File: src/rtl/sd_spi_responder_pkg.sv
// Shared definitions for the SPI-mode SD card responder: command indices,
// R1 response bits, data token and the command/response state machine encoding.
package sd_spi_responder_pkg;

    localparam logic [5:0] CMD0  = 6'd0;
    localparam logic [5:0] CMD8  = 6'd8;
    localparam logic [5:0] CMD16 = 6'd16;
    localparam logic [5:0] CMD17 = 6'd17;
    localparam logic [5:0] CMD41 = 6'd41;
    localparam logic [5:0] CMD55 = 6'd55;

    localparam logic [7:0] R1_IDLE    = 8'h01;
    localparam logic [7:0] R1_ILLEGAL = 8'h04;
    localparam logic [7:0] DATA_TOKEN = 8'hFE;
    localparam logic [7:0] FILL_BYTE  = 8'hFF;

    typedef enum logic [3:0] {
        ST_WAIT_CMD,
        ST_CMD_RX,
        ST_NCR,
        ST_RESP,
        ST_R7_TAIL,
        ST_NAC,
        ST_TOKEN,
        ST_DATA,
        ST_CRC
    } sd_state_t;

    // R1 for a received command. CMD0 always reports idle because it puts the
    // card back into the idle state. While idle, only the initialisation
    // commands are accepted; everything else (and any unknown index) flags
    // an illegal command.
    function automatic logic [7:0] r1_value(input logic [5:0] idx, input logic idle);
        logic legal;
        logic init_cmd;
        logic idle_eff;
        logic err;
        legal    = (idx == CMD0)  || (idx == CMD8)  || (idx == CMD16) ||
                   (idx == CMD17) || (idx == CMD41) || (idx == CMD55);
        init_cmd = (idx == CMD0)  || (idx == CMD8)  || (idx == CMD41) || (idx == CMD55);
        idle_eff = (idx == CMD0) ? 1'b1 : idle;
        err      = !legal || (idle_eff && !init_cmd);
        return (err ? R1_ILLEGAL : 8'h00) | (idle_eff ? R1_IDLE : 8'h00);
    endfunction

endpackage

File: src/rtl/sd_spi_responder_shifter.sv
// SPI mode-0 target bit engine: brings the host's SD_CLK/SD_CS/SD_MOSI into
// the iCLK domain, shifts received bits in on rising SD_CLK and transmit bits
// out on falling SD_CLK, and flags each completed byte.
module spi_target_shifter (
    input  logic       iCLK,
    input  logic       Reset_n,
    input  logic       SD_CLK,
    input  logic       SD_CS,
    input  logic       SD_MOSI,
    input  logic       tx_load,
    input  logic [7:0] tx_byte,
    output logic [7:0] rx_byte,
    output logic       byte_done,
    output logic       cs_idle,
    output logic       miso
);

    logic [1:0] clk_sync;
    logic [1:0] cs_sync;
    logic [1:0] mosi_sync;
    logic       clk_d;
    logic       sclk_rise;
    logic       sclk_fall;
    logic [7:0] rx_sr;
    logic [7:0] tx_sr;
    logic [2:0] bit_cnt;

    assign sclk_rise = clk_sync[1] & ~clk_d;
    assign sclk_fall = ~clk_sync[1] & clk_d;
    assign cs_idle   = cs_sync[1];

    // Two-flop synchronisers for the host signals plus SD_CLK edge history.
    always_ff @(posedge iCLK or negedge Reset_n) begin
        if (!Reset_n) begin
            clk_sync  <= 2'b00;
            cs_sync   <= 2'b11;
            mosi_sync <= 2'b11;
            clk_d     <= 1'b0;
        end else begin
            clk_sync  <= {clk_sync[0], SD_CLK};
            cs_sync   <= {cs_sync[0], SD_CS};
            mosi_sync <= {mosi_sync[0], SD_MOSI};
            clk_d     <= clk_sync[1];
        end
    end

    // Receive path: sample MOSI on rising SD_CLK, strobe byte_done on the 8th bit.
    always_ff @(posedge iCLK or negedge Reset_n) begin
        if (!Reset_n) begin
            rx_sr     <= 8'h00;
            rx_byte   <= 8'h00;
            bit_cnt   <= 3'd0;
            byte_done <= 1'b0;
        end else begin
            byte_done <= 1'b0;
            if (cs_idle) begin
                bit_cnt <= 3'd0;
            end else if (sclk_rise) begin
                rx_sr   <= {rx_sr[6:0], mosi_sync[1]};
                bit_cnt <= bit_cnt + 3'd1;
                if (bit_cnt == 3'd7) begin
                    byte_done <= 1'b1;
                    rx_byte   <= {rx_sr[6:0], mosi_sync[1]};
                end
            end
        end
    end

    // Transmit path: a loaded byte has its MSB driven on the next falling edge.
    always_ff @(posedge iCLK or negedge Reset_n) begin
        if (!Reset_n) begin
            tx_sr <= 8'hFF;
            miso  <= 1'b1;
        end else if (cs_idle) begin
            tx_sr <= 8'hFF;
            miso  <= 1'b1;
        end else if (tx_load) begin
            tx_sr <= tx_byte;
        end else if (sclk_fall) begin
            miso  <= tx_sr[7];
            tx_sr <= {tx_sr[6:0], 1'b1};
        end
    end

endmodule

File: src/rtl/sd_spi_responder.sv
// Stand-in SPI-mode SD card: decodes 6-byte command frames, answers with
// R1/R7 and serves single-block reads from a byte-wide memory port.
module sd_spi_responder
    import sd_spi_responder_pkg::*;
#(
    parameter int NCR_BYTES   = 1,
    parameter int NAC_BYTES   = 2,
    parameter int BLOCK_BYTES = 512,
    parameter int ADDR_W      = 32
) (
    input  logic              iCLK,
    input  logic              Reset_n,
    input  logic              SD_CLK,
    input  logic              SD_CS,
    input  logic              SD_MOSI,
    output logic              SD_MISO,
    output logic [ADDR_W-1:0] oMemAddr,
    output logic              oMemRead,
    input  logic [7:0]        iMemData,
    output logic              oCmdValid,
    output logic [5:0]        oCmdIndex,
    output logic [31:0]       oCmdArg,
    output logic              oIdle
);

    logic [7:0]  rx_byte;
    logic        byte_done;
    logic        cs_idle;
    logic [7:0]  tx_byte;

    sd_state_t   state;
    sd_state_t   state_n;
    logic [15:0] cnt;
    logic [15:0] cnt_n;
    logic [31:0] arg_sr;
    logic        app_flag;
    logic        rd_pend;
    logic [7:0]  data_buf;

    logic        cmd_start;
    logic        arg_shift;
    logic        cmd_done;
    logic        set_idle;
    logic        clr_idle;
    logic        enter_resp;
    logic        enter_token;
    logic        rd_first;
    logic        rd_next;

    spi_target_shifter u_shifter (
        .iCLK      (iCLK),
        .Reset_n   (Reset_n),
        .SD_CLK    (SD_CLK),
        .SD_CS     (SD_CS),
        .SD_MOSI   (SD_MOSI),
        .tx_load   (byte_done),
        .tx_byte   (tx_byte),
        .rx_byte   (rx_byte),
        .byte_done (byte_done),
        .cs_idle   (cs_idle),
        .miso      (SD_MISO)
    );

    // Next state and the byte to transmit next, decided at each byte boundary.
    always_comb begin
        state_n     = state;
        cnt_n       = cnt;
        tx_byte     = FILL_BYTE;
        cmd_start   = 1'b0;
        arg_shift   = 1'b0;
        cmd_done    = 1'b0;
        set_idle    = 1'b0;
        clr_idle    = 1'b0;
        enter_resp  = 1'b0;
        enter_token = 1'b0;
        rd_first    = 1'b0;
        rd_next     = 1'b0;
        if (byte_done) begin
            case (state)
                ST_WAIT_CMD: begin
                    if (rx_byte[7:6] == 2'b01) begin
                        cmd_start = 1'b1;
                        state_n   = ST_CMD_RX;
                        cnt_n     = 16'd0;
                    end
                end
                ST_CMD_RX: begin
                    if (cnt == 16'd4) begin
                        // Fifth byte is the CRC, which is not checked.
                        cmd_done = 1'b1;
                        cnt_n    = 16'd0;
                        if (NCR_BYTES == 0) enter_resp = 1'b1;
                        else                state_n    = ST_NCR;
                    end else begin
                        arg_shift = 1'b1;
                        cnt_n     = cnt + 16'd1;
                    end
                end
                ST_NCR: begin
                    if (cnt == 16'(NCR_BYTES - 1)) enter_resp = 1'b1;
                    else                           cnt_n      = cnt + 16'd1;
                end
                ST_RESP: begin
                    // ACMD41 takes the card out of idle once its R1 has gone out.
                    clr_idle = (oCmdIndex == CMD41) && app_flag;
                    cnt_n    = 16'd0;
                    if (oCmdIndex == CMD8) begin
                        state_n = ST_R7_TAIL;
                        tx_byte = 8'h00;
                    end else if (oCmdIndex == CMD17) begin
                        if (NAC_BYTES == 0) enter_token = 1'b1;
                        else                state_n     = ST_NAC;
                    end else begin
                        state_n = ST_WAIT_CMD;
                    end
                end
                ST_R7_TAIL: begin
                    cnt_n = cnt + 16'd1;
                    case (cnt[1:0])
                        2'd0:    tx_byte = 8'h00;
                        2'd1:    tx_byte = {4'h0, oCmdArg[11:8]};
                        2'd2:    tx_byte = oCmdArg[7:0];
                        default: state_n = ST_WAIT_CMD;
                    endcase
                end
                ST_NAC: begin
                    if (cnt == 16'(NAC_BYTES - 1)) enter_token = 1'b1;
                    else                           cnt_n       = cnt + 16'd1;
                end
                ST_TOKEN: begin
                    state_n = ST_DATA;
                    cnt_n   = 16'd0;
                    tx_byte = data_buf;
                    rd_next = (BLOCK_BYTES > 1);
                end
                ST_DATA: begin
                    if (cnt == 16'(BLOCK_BYTES - 1)) begin
                        state_n = ST_CRC;
                        cnt_n   = 16'd0;
                    end else begin
                        // Prefetch the byte after the one now being loaded, unless
                        // the loaded byte is the last of the block.
                        cnt_n   = cnt + 16'd1;
                        tx_byte = data_buf;
                        rd_next = (32'(cnt) + 32'd2) < 32'(BLOCK_BYTES);
                    end
                end
                ST_CRC: begin
                    if (cnt == 16'd1) state_n = ST_WAIT_CMD;
                    else              cnt_n   = cnt + 16'd1;
                end
                default: state_n = ST_WAIT_CMD;
            endcase
            if (enter_resp) begin
                state_n  = ST_RESP;
                tx_byte  = r1_value(oCmdIndex, oIdle);
                set_idle = (oCmdIndex == CMD0);
            end
            if (enter_token) begin
                state_n  = ST_TOKEN;
                tx_byte  = DATA_TOKEN;
                rd_first = 1'b1;
            end
        end
    end

    // State register; deselecting the card abandons any transfer.
    always_ff @(posedge iCLK or negedge Reset_n) begin
        if (!Reset_n) begin
            state <= ST_WAIT_CMD;
            cnt   <= 16'd0;
        end else if (cs_idle) begin
            state <= ST_WAIT_CMD;
            cnt   <= 16'd0;
        end else begin
            state <= state_n;
            cnt   <= cnt_n;
        end
    end

    // Command capture, idle flag and CMD55 application-command flag.
    always_ff @(posedge iCLK or negedge Reset_n) begin
        if (!Reset_n) begin
            oCmdValid <= 1'b0;
            oCmdIndex <= 6'd0;
            oCmdArg   <= 32'd0;
            arg_sr    <= 32'd0;
            app_flag  <= 1'b0;
            oIdle     <= 1'b1;
        end else begin
            oCmdValid <= 1'b0;
            if (!cs_idle) begin
                if (cmd_start) oCmdIndex <= rx_byte[5:0];
                if (arg_shift) arg_sr <= {arg_sr[23:0], rx_byte};
                if (cmd_done) begin
                    oCmdValid <= 1'b1;
                    oCmdArg   <= arg_sr;
                    if (oCmdIndex == CMD55)      app_flag <= 1'b1;
                    else if (oCmdIndex != CMD41) app_flag <= 1'b0;
                end
                if (set_idle)      oIdle <= 1'b1;
                else if (clr_idle) oIdle <= 1'b0;
            end
        end
    end

    // Block-read prefetch: one strobe per byte, data captured the cycle after.
    always_ff @(posedge iCLK or negedge Reset_n) begin
        if (!Reset_n) begin
            oMemRead <= 1'b0;
            oMemAddr <= '0;
            rd_pend  <= 1'b0;
            data_buf <= 8'h00;
        end else begin
            oMemRead <= 1'b0;
            rd_pend  <= oMemRead;
            if (rd_pend) data_buf <= iMemData;
            if (!cs_idle) begin
                if (rd_first) begin
                    oMemRead <= 1'b1;
                    oMemAddr <= ADDR_W'(oCmdArg);
                end else if (rd_next) begin
                    oMemRead <= 1'b1;
                    oMemAddr <= oMemAddr + ADDR_W'(1);
                end
            end
        end
    end

endmodule

File: config.mk
export PLATFORM = sky130hd
export DESIGN_NAME = sd_spi_responder
export DESIGN_NICKNAME = d
export VERILOG_FILES = /design/src/rtl/sd_spi_responder_pkg.sv /design/src/rtl/sd_spi_responder_shifter.sv /design/src/rtl/sd_spi_responder.sv
export SDC_FILE = /design/constraint.sdc
export NUM_CORES = 1
export LEC_CHECK = 0
export BUFFER_PORTS_ARGS = -buffer_cell sky130_fd_sc_hd__clkbuf_2
export CAP_MARGIN = 40
export CORE_UTILIZATION = 50
export CTS_CLUSTER_DIAMETER = 50
export DETAILED_ROUTE_END_ITERATION = 12
export HOLD_SLACK_MARGIN = 0.03
export PLACE_DENSITY = 0.73
export SLEW_MARGIN = 30
export SYNTH_ARGS = -nofsm -noshare
export SYNTH_HDL_FRONTEND = slang
export SYNTH_HIERARCHICAL = 1
export SYNTH_SLANG_ARGS = --single-unit
export TNS_END_PERCENT = 100
File: constraint.sdc
create_clock -name iCLK -period 3.4 [get_ports iCLK]
set_input_delay 0 -clock iCLK [delete_from_list [all_inputs] [get_ports iCLK]]
set_output_delay 0 -clock iCLK [all_outputs]
set_load 0.005 [all_outputs]
### Word-level counts from Yosys, hierarchy flattened

Cells that the tools add are included.

* $add $sub $neg: 4
* magnitude comparators: 1
* equal/unequal tests: 31
* mux-type cells: 75
* bitwise operators: 6
* reductions and logical operators: 39

Operator list (number)
* 16-bit 2-to-1 mux: 7
* 16-bit one-hot mux with 7 select lines: 1
* 32-bit 2-to-1 mux: 2
* 8-bit 2-to-1 mux: 7
* 1-bit 2-to-1 mux: 40
* 4-bit 2-to-1 mux: 9
* 32-bit by 1-bit adder with 32-bit output, second input constant: 1
* 4-bit one-hot mux with 8 select lines: 1
* 8-bit one-hot mux with 4 select lines: 1
* 5-bit by 4-bit inequality test with 1-bit output, second input constant: 5
* 8-bit one-hot mux with 3 select lines: 1
* 16-bit by 2-bit adder with 17-bit output, second input constant: 1
* 17-bit by 10-bit less-than comparator with 1-bit output, second input constant: 1
* 16-bit by 1-bit adder with 16-bit output, second input constant: 1
* 16-bit by 1-bit == test with 1-bit output, second input constant: 1
* 16-bit by 3-bit == test with 1-bit output, second input constant: 1
* 16-bit by 9-bit == test with 1-bit output, second input constant: 1
* 4-bit by 3-bit == test with 1-bit output, second input constant: 4
* 16-bit zero test: 1
* 3-bit 2-to-1 mux: 5
* 2-bit AND reduction: 7
* 6-bit by 5-bit == test with 1-bit output, second input constant: 2
* 6-bit == test, second input constant: 2
* 2-bit nonzero test: 6
* other kinds (29): 48

* bits in registers: 170
* input bits: 13
* output and inout port bits: 74
* word-level logic and storage cells: 178

### Longest topological paths before layout

* depth after elaboration: 14
* mapped depth: 11
* gate-level depth less buffers: 10

### Modules after synthesis

The synthesis kept the hierarchy.

By module, submodules not included
* sd_spi_responder: instances 1, cells each 804, area each 7528.5 µm², seq. area each 3379.5 µm²
* spi_target_shifter: instances 1, cells each 100, area each 1476.4 µm², seq. area each 892.1 µm²

### Worst setup path after synthesis

Ideal clock, no wire load.

* path type: reg2reg
* start: register cnt[6]
* end: register oMemAddr[29]
* setup time: 0.121 ns
* data arrival time: 2.444 ns
* required time: 3.279 ns
* setup slack: 0.835 ns
* stages on the path, launching flop included: 9
* path buffers: 2
* period minus slack after synthesis: 2.565 ns
* path through: dfrtp_1 buf_2 nand4_1 or3_4 mux2_4 or4_4 buf_6 a221o_1 a22o_1

* longest elaborated chain between the ends: 8
* elaborated cells on any way between the ends: 15
* those cells by class: 1 x add/sub; 1 x order compare; 2 x eq/ne; 9 x mux; 2 x reduce/logical

RTL lines
* start: declaration: RTL line sd_spi_responder.sv:33 `logic [15:0] cnt;`
* start signal: assignment: RTL line sd_spi_responder.sv:177 `cnt <= cnt_n;`
* branches (longest 8 deep; another with 16-bit by 2-bit adder with 17-bit output)
* end signal: assignment: RTL line sd_spi_responder.sv:221 `oMemAddr <= ADDR_W'(oCmdArg);`
* end signal: assignment: RTL line sd_spi_responder.sv:224 `oMemAddr <= oMemAddr + ADDR_W'(1);`
* end: declaration: RTL line sd_spi_responder.sv:17 `output logic [ADDR_W-1:0] oMemAddr,`

Several ways; the timed one is not identified. The select of a mux whose other input is x is not followed.
A chain may end at the register's enable or synchronous reset.

### Worst setup path after layout

* start: register state[1]
* end: register cnt[4]

* longest elaborated chain between the ends: 5
* elaborated cells on any way between the ends: 19
* those cells by class: 11 x eq/ne; 3 x mux; 5 x reduce/logical

RTL lines
* start: declaration: RTL line sd_spi_responder.sv:31 `sd_state_t state;`
* start signal: assignment: RTL line sd_spi_responder.sv:176 `state <= state_n;`
* 4-bit == test (tied with other cells): RTL line sd_spi_responder.sv:79 `case (state)`
* 2-bit OR reduction (no source line)
* 16-bit one-hot mux with 7 select lines: RTL line sd_spi_responder.sv:79
* 16-bit 2-to-1 mux: RTL line sd_spi_responder.sv:78 `if (byte_done) begin`
* 16-bit 2-to-1 mux: RTL line sd_spi_responder.sv:172 `end else if (cs_idle) begin`

Several ways; a longest one is shown, not always the timed one. The select of a mux whose other input is x is not followed.

==> qor.txt <==
==========================================================================================
Status                                                                           completed
Launch point of the critical path                                                 state[1]
Share of layout cells above drive strength 1                                         0.243
Area share of the leading cell type in the synthesized netlist                       0.434
Total number of yosys warnings                                                           6
Post-Synthesis Net Count                                                               924
Count of flip-flops with a built-in enable after synthesis                               0
Weighted congestion at the end of routability-driven global placement                0.908
Sequential cell area fraction in the yosys report                                    0.474
Total track usage                                                                    0.269
Clock edge transition at the registers on the reported setup and hold paths          70 ps
Post-Synthesis Cells                                                                   904
CTS tree                                                                             built
Clock sink count                                                                       170
Largest area contributor in the netlist                                            dfrtp_1
Routed wirelength normalized by instance count                                     19.4 um
Maximum number of buffers from clock root to sink                                        2
Cell area after technology mapping                                            0.00900 mm^2
Type of destination of the critical path                                          register
Clock period minus final worst setup slack                                         2960 ps
Total congestion overflow after global routing                                           0
DR pass1 iterations                                                                      6
Number of remaining DRC errors                                                           0
CP Data Required Time                                                              3770 ps
Library cell with the highest instance count after synthesis                       dfrtp_1
Category of the worst setup path launch point                                     register
Pre-CTS WS                                                                          507 ps
Number of DRC markers after the initial detailed-route iteration                       613
Port bufs                                                                               86
Worst-case vdd ir drop                                                            0.353 mV
Depth of the worst register-to-register path                                             6
Die boundary height                                                                 136 um
Slew Viols, Final                                                                        0
Area Overhead vs Synth                                                               15.2%
Asr flop ratio synth                                                                  1.00
End point of the critical path                                                      cnt[4]
Crit path DAT                                                                      3320 ps
Post-layout net count                                                                 1005
Largest stage delay, worst path                                                     690 ps
Root buffer selected by CTS                                                      clkbuf_16
Max-cap check violation count                                                            0
Cell-by-cell trace of the critical path                                       or3_1 -> and2_1 -> a2111oi_0 -> nand2_1 -> nor3_2 -> a221o_1
Flop and latch count out of synthesis                                                  170
H-tree depth reported by CTS                                                             4
Number of buffers created by CTS                                                        17
Full die area                                                                  0.0186 mm^2
Final antenna-violating net count                                                        0
Initial antenna violation count                                                          0
Overall power after layout                                                         4.15 mW
Number of setup buffers added after CTS                                                  0
Max-slew headroom at the worst pin                                                   0.462
Terminus of the critical flop-to-flop path                                          cnt[4]
Util after Layout                                                                    0.595
WS Path Type                                                                  register to register
Antenna Diode Count                                                                      0
Drt via density                                                                       6.14
Unrepaired setup endpoints after global routing                                      false
Fin crit share                                                                       0.870
Final routed wirelength across all metal layers                                    23.7 mm
Logic depth of the worst path, buffers included                                          6
Aggregate negative setup slack                                                        0 ps
Average cell area after synthesis                                                9.96 um^2
Distinct cell type count after synthesis                                                82
Critical Path Fanout Max                                                                15
Initial standard-cell utilization of the core                                        0.517
Number of rows created at floorplan                                                     48
Top post-synthesis cells by count                                             dfrtp_1 (156), nand2_1 (146), mux2_2 (54)
Power density cells                                                            400 mW/mm^2
Via count                                                                             7508
Top cells by area in the synthesized netlist                                  dfrtp_1 (43%), mux2_2 (6.8%), nand2_1 (6.1%)
Min-Delay Path Class                                                          input pin to asynchronous set/reset pin
Wire length of the first global-routing pass                                       38.3 mm
Final-layout worst hold slack                                                       171 ps
CP Buf/Inv Count                                                                         0
Die span in x                                                                       136 um
Worst clock skew                                                                   6.66 ps
Dominant delay contributor by cell family on the critical path                simple AND/OR/NAND/NOR gates
Register-to-register setup slack                                                    440 ps
Hold Vio Cnt, Final                                                                      0
Final worst slack                                                                   441 ps
Reported leakage power                                                             4.72 nW
Clock latency on the worst-skew pair                                                430 ps
Total half-perimeter wirelength after legalization and detailed placement          16.0 mm
Setup Viol. Count Final                                                                  0
Slew at the pin closest to its max-slew limit                                       786 ps
Reg2reg start                                                                     state[1]
Crit-path slowest cell                                                           a2111oi_0
Vias in the first global route                                                        7075
I/O pin count                                                                           87
Count of instances resized after the clock tree is built                                 0
Post-synth top flop                                                                dfrtp_1
Peak clock frequency supported by timing                                           338 MHz
Area inside the core boundary                                                  0.0174 mm^2
Pin count of the biggest net entering global routing                                    77
==========================================================================================
layer usage:
| layer | share of wire | GRT usage | up-vias |
|---|---|---|---|
| li1 | - | - | 3520 |
| met1 | 0.46 | 0.394 | 3685 |
| met2 | 0.46 | 0.400 | 267 |
| met3 | 0.059 | 0.0496 | 36 |
| met4 | 0.019 | 0.0870 | 0 |
| met5 | 0 | 0 | - |
state kept, by name, summed over array words and instances (netlist names), 2 cells and up:
register	flops
oMemAddr	32
state	4
u_shifter/mosi_sync	2
oCmdIndex	6
arg_sr	32
cnt	16
u_shifter/rx_sr	7
u_shifter/cs_sync	2
u_shifter/clk_sync	2
u_shifter/bit_cnt	3
u_shifter/rx_byte	8
data_buf	8
u_shifter/tx_sr	8
oCmdArg	32
how the worst min path moves through the flow:
stage                     startpoint                endpoint  slack [ps]
after floorplan              Reset_n                app_flag        -300
after global placement       Reset_n              arg_sr[21]          80
after detailed placement     Reset_n              arg_sr[21]          80
after CTS                    SD_MOSI  u_shifter/mosi_sync[0]         180
after global routing         SD_MOSI  u_shifter/mosi_sync[0]         190
final                        Reset_n              arg_sr[21]         170
placed cells by master, fill, tap and decap left out, drive strengths merged, types with 5 or more instances in the layout:
cell type	count
buf	23
nor3b	10
nand3	51
dlygate4sd3	12
nand2	146
a221oi	12
nor4	13
dfrtp	156
and3	16
mux2i	12
o21ai	25
nor2	33
a21o	5
a211oi	8
a31o	6
a22o	8
dfstp	14
a31oi	5
mux2	63
nor2b	9
ha	7
nand2b	10
and4	7
o31ai	13
clkbuf	107
inv	29
a211o	12
o221ai	5
or3	15
a21oi	26
o211ai	26
and2	11
nor3	14
clkinv	5
nand4	18
layout make-up:
cell class,instances,area (um^2)
timing repair buffer,120,747
clock inverter,10,109
multi-input combinational,649,4390
fill,1476,7050
clock buffer,22,474
sequential,170,4270
tap,225,282
inverter,27,101
logic make-up (layout without fill, tap and decap cells):
| family | count (synthesis) | count (layout) | synth area share |
|---|---|---|---|
| flops | 170 | 170 | 0.474 |
| buf+inv | 85 | 179 | 0.0402 |
| xor+xnor | 2 | 2 | 0.00195 |
| mux | 75 | 75 | 0.0959 |
| simple gates | 370 | 370 | 0.212 |
| fa+ha+maj | 7 | 7 | 0.00973 |
| compound gates | 195 | 195 | 0.166 |
where the power goes:
group,switching (mW),total (mW),internal [mW]
registers,0.0318,2.10,2.07
clock network,0.837,1.92,1.08
logic,0.0706,0.129,0.0588
repair_timing:
action                                  in CTS  in global routing
hold buffers                                12                  0
endpoints found under the setup margin       0                  0
endpoints found under the hold margin       85                  0
stage by stage:
step,std cells,instance area [um^2]
floorplan,904,9000
global placement,1179,9660
detailed placement,1179,9670
CTS,1223,10400
global route,1223,10400
finish,1223,10400
Power figures use the tool's default switching activity.
